## src/rtl/aidan_mcnay_sipo_stream.sv

```systemverilog
// Serial-to-parallel deserializer with valid/ready on both sides, selectable bit
// order, synchronous flush and a one-word output buffer that lets capture continue.
module aidan_mcnay_sipo_stream #(
    parameter int nbits     = 16,
    parameter bit msb_first = 1'b1
) (
    input  logic                     clk,
    input  logic                     reset,
    input  logic                     flush,
    input  logic                     in_val,
    output logic                     in_rdy,
    input  logic                     data_in,
    output logic                     out_val,
    input  logic                     out_rdy,
    output logic [nbits-1:0]         data_out,
    output logic [$clog2(nbits)-1:0] bit_count
);
    localparam int CW = $clog2(nbits);

    logic [nbits-1:0] r_sr;
    logic [nbits-1:0] r_obuf;
    logic [CW-1:0]    r_cnt;
    logic             r_full;

    logic [nbits-1:0] w_shift;
    logic             w_last;
    logic             w_acc;
    logic             w_cons;

    assign w_shift = msb_first ? {r_sr[nbits-2:0], data_in} : {data_in, r_sr[nbits-1:1]};
    assign w_last  = (r_cnt == CW'(nbits - 1));
    // Only the closing bit of a frame can stall, and only while the buffer is still owned.
    assign in_rdy  = !(r_full && !out_rdy && w_last);
    assign w_acc   = in_val && in_rdy && !flush;
    assign w_cons  = r_full && out_rdy && !flush;

    assign data_out  = r_obuf;
    assign out_val   = r_full;
    assign bit_count = r_cnt;

    always_ff @(posedge clk or posedge reset) begin
        if (reset) begin
            r_sr   <= '0;
            r_cnt  <= '0;
            r_obuf <= '0;
            r_full <= 1'b0;
        end else if (flush) begin
            r_sr   <= '0;
            r_cnt  <= '0;
            r_full <= 1'b0;
        end else begin
            if (w_acc) begin
                if (w_last) begin
                    r_obuf <= w_shift;
                    r_sr   <= '0;
                    r_cnt  <= '0;
                end else begin
                    r_sr   <= w_shift;
                    r_cnt  <= r_cnt + CW'(1);
                end
            end
            // A completing frame keeps the buffer full even if the old word leaves this edge.
            if (w_acc && w_last)
                r_full <= 1'b1;
            else if (w_cons)
                r_full <= 1'b0;
        end
    end
endmodule

```

## config.mk

```make
export PLATFORM = sky130hd
export DESIGN_NAME = aidan_mcnay_sipo_stream
export DESIGN_NICKNAME = d
export VERILOG_FILES = /design/src/rtl/aidan_mcnay_sipo_stream.sv
export SDC_FILE = /design/constraint.sdc
export NUM_CORES = 1
export LEC_CHECK = 0
export BUFFER_PORTS_ARGS = -buffer_cell sky130_fd_sc_hd__buf_4
export CORE_ASPECT_RATIO = 0.75
export CORE_MARGIN = 1.5
export CORE_UTILIZATION = 38
export CTS_BUF_LIST = sky130_fd_sc_hd__clkbuf_8 sky130_fd_sc_hd__clkbuf_16
export DETAILED_ROUTE_END_ITERATION = 8
export PLACE_DENSITY_LB_ADDON = 0.12
export SYNTH_ARGS = -nofsm -noshare
export SYNTH_HDL_FRONTEND = slang
export SYNTH_SLANG_ARGS = --single-unit
```

## constraint.sdc

```tcl
create_clock -name clk -period 3.34 [get_ports clk]
set_input_delay 0.668 -clock clk [delete_from_list [all_inputs] [get_ports clk]]
set_output_delay 0.668 -clock clk [all_outputs]
set_load 0.02 [all_outputs]
```

==> flow_metrics.env <==
export IMPL_cts_tree="built"
export IMPL_final_common_cell="dfrtp_1"
export IMPL_finalWorstSetupSlack_ns=0.6631
export IMPL_worst_path_max_fanout=15
export IMPL_coreArea_mm2=0.004467
export IMPL_grt_busiest_layer="met1"
export IMPL_num_nets_final=197
export IMPL_critPathCaptureType="output pin"
export IMPL_drv_cap=0
export IMPL_outcome="completed"
export IMPL_ios=28
export IMPL_critPathMaxStageDelay_ns=0.54
export IMPL_multi_input_area_um2=789.5
export IMPL_grt_pass1_vias=1155
export IMPL_gr_total_overflow=0
export IMPL_place_congestion=0.7645
export IMPL_post_cts_buffers=0
export IMPL_syn_to_final_growth_pct=17.48
export IMPL_clk_pin_slew_worst_paths_ns=0.07
export IMPL_finalSetupViolations=0
export IMPL_cts_hold_fix_buffers=0
export IMPL_antenna_left=0
export IMPL_cp_cell_sequence="ha_1, and3_1, nand2_1, buf_4"
export IMPL_instances_no_fill=248
export IMPL_synth_nets=176
export IMPL_numPortBuffers=27
export IMPL_wire_per_inst_um=14.05
export IMPL_cts_resized=0
export IMPL_die_area_mm2=0.005075
export IMPL_grt_use_met3_pct=5.109
export IMPL_std_cell_rows=21
export IMPL_htree_levels=2
export IMPL_synthXorXnorAreaFrac_pct=0
export IMPL_antenna_cells=0
export IMPL_dp_cells=240
export IMPL_reg2reg_depth=4
export IMPL_cellPowerDensity_mw_per_mm2=390.1
export IMPL_yosysWarnings=0
export IMPL_worstMarginPinSlew_ns=0.8447
export IMPL_gr_usage_met1_pct=22.28
export IMPL_crit_type="flop to output pin"
export IMPL_critPathRequiredTime_ns=2.67
export IMPL_drt_first_pass_iters=4
export IMPL_remaining_drc_errors=0
export IMPL_fmax_ghz=0.3736
export IMPL_seq_area_frac_synth_pct=50.96
export IMPL_fin_setup_tns_ns=0
export IMPL_syn_area_per_cell_um2=10.46
export IMPL_fin_crit_ns=2.677
export IMPL_initial_utilization_pct=39.58
export IMPL_clk_insertion_delay_late_ns=0.28
export IMPL_post_dp_cell_area_mm2=0.001987
export IMPL_r2r_slack_ns=1.14
export IMPL_die_x_um=81.76
export IMPL_slew_headroom_pct=43.50
export IMPL_drv_slew=0
export IMPL_n_fill_cell=451
export IMPL_met2_usage_pct=21.90
export IMPL_yosys_area_share_simple_pct=24.06
export IMPL_dp_slack_ns=0.8495
export IMPL_track_usage_pct=15.55
export IMPL_grt_max_degree=41
export IMPL_cts_root_buf="clkbuf_8"
export IMPL_viasPerCell=5.391
export IMPL_finalClockSkew_ns=0.005347
export IMPL_rr_startpoint="bit_count[0]"
export IMPL_fin_crit_sh_pct=80.15
export IMPL_utilization_pct=46.50
export IMPL_finalWirelength_um=3484
export IMPL_drive_above_1_share_pct=22.51
export IMPL_clk_path_buf_depth=2
export IMPL_power_leakage_nw=1.029
export IMPL_synthesis_area_mm2=0.001768
export IMPL_cp_slowest_cell="and3_1"
export IMPL_timing_hold_ws_ns=0.4803
export IMPL_synth_top_family_by_area="simple AND/OR/NAND/NOR gates"
export IMPL_syn_instance_count=169
export IMPL_drt_initial_drc_count=120
export IMPL_regArea_um2=900.9
export IMPL_worstReg2RegEnd="data_out[15]"
export IMPL_synth_adder_area_share_pct=0.7077
export IMPL_synth_distinct_cells=29
export IMPL_num_vias=1337
export IMPL_crit_arrival_ns=2.01
export IMPL_synth_mux_area_share_pct=10.19
export IMPL_hold_path_class="primary input to asynchronous set/reset pin"
export IMPL_mostFrequentLayoutCells="36 x dfrtp_1, 29 x buf_4, 17 x nand3_1, 17 x nand2_1"
export IMPL_hpwl_um=2186
export IMPL_irDropWorstVdd_mv=0.1927
export IMPL_start_kind="flop"
export IMPL_hold_violations=0
export IMPL_stdcell_area_mm2=0.002077
export IMPL_numClockSinks=36
export IMPL_rsz0062_at_grt="no"
export IMPL_synth_compound_area_share_pct=9.696
export IMPL_die_h_um=62.07
export IMPL_cp_startpoint="bit_count[0]"
export IMPL_antenna_found_initial=0
export IMPL_grt_pass1_wl_um=5678
export IMPL_finalPower_mw=0.8102
export IMPL_numCtsBuffers=5
export IMPL_ys_seq_elements=36
## report_power, final
group          leakage (nW)  total, mW  switching [mW]  internal (mW)
registers             0.500      0.449         0.00791          0.441
logic                 0.476     0.0558          0.0369         0.0190
clock network        0.0538      0.305           0.143          0.162
## synth_stat cells (all sizes together)
cell    count  area share [%]
clkbuf      8             1.7
buf         7             2.3
a211oi      1            0.42
and3        1            0.35
nand3      17             4.8
inv         2            0.42
nor2b      15             5.3
mux2       16              10
nor3        2             1.2
nand2      17             3.6
a32oi       1            0.50
and4b       1            0.57
dfrtp      36              51
a31oi      13             4.6
nand2b      1            0.35
nand4       2             1.1
o21ai       2            0.57
a311oi      1            0.50
o311ai      1            0.50
a41oi       3             1.5
nor2        2            0.42
ha          1            0.71
nor3b      15             6.4
a21oi       4             1.1
## state kept, by name, indices dropped and copies added (netlist names)
register	count
data_out	16
out_val	1
r_sr	15
bit_count	4
## layout make-up
cell class                      instances  area share (%)
Clock buffer                            6           3.976
Multi-Input combinational cell        116           38.01
Sequential cell                        36           43.37
Clock inverter                          2          0.3614
Inverter                                2          0.3614
Timing Repair Buffer                   29           10.48
Tap cell                               57           3.434
## critical path: cells and delay by family, from the launching register on
family                     cells  cell delay, ns
and+or+nand+nor                2            0.75
DFF                            1            0.46
adders and majority gates      1            0.32
buffers and inverters          1            0.20
## layer usage
layer,up-vias,share of wire [%]
li1,659,-
met1,640,52
met2,33,41
met3,5,5.7
met4,0,1.1
met5,-,0
## kinds of logic (layout without fill, tap and decap cells)
group / count (synthesis) / count (layout)
and+or+nand+nor: 73 / 73
muxes: 16 / 16
adders and majority gates: 1 / 1
AOI/OAI and AO/OA: 26 / 26
DFF: 36 / 36
buffers and inverters: 17 / 39
## worst max-delay path by stage
stage	slack (ns)	to
after floorplan	1.33	in_rdy
after global placement	0.93	data_out[9]
after detailed placement	0.85	data_out[15]
after CTS	0.66	in_rdy
after global routing	0.49	in_rdy
final	0.66	in_rdy
Note: power is estimated with default switching activity, not from simulation.
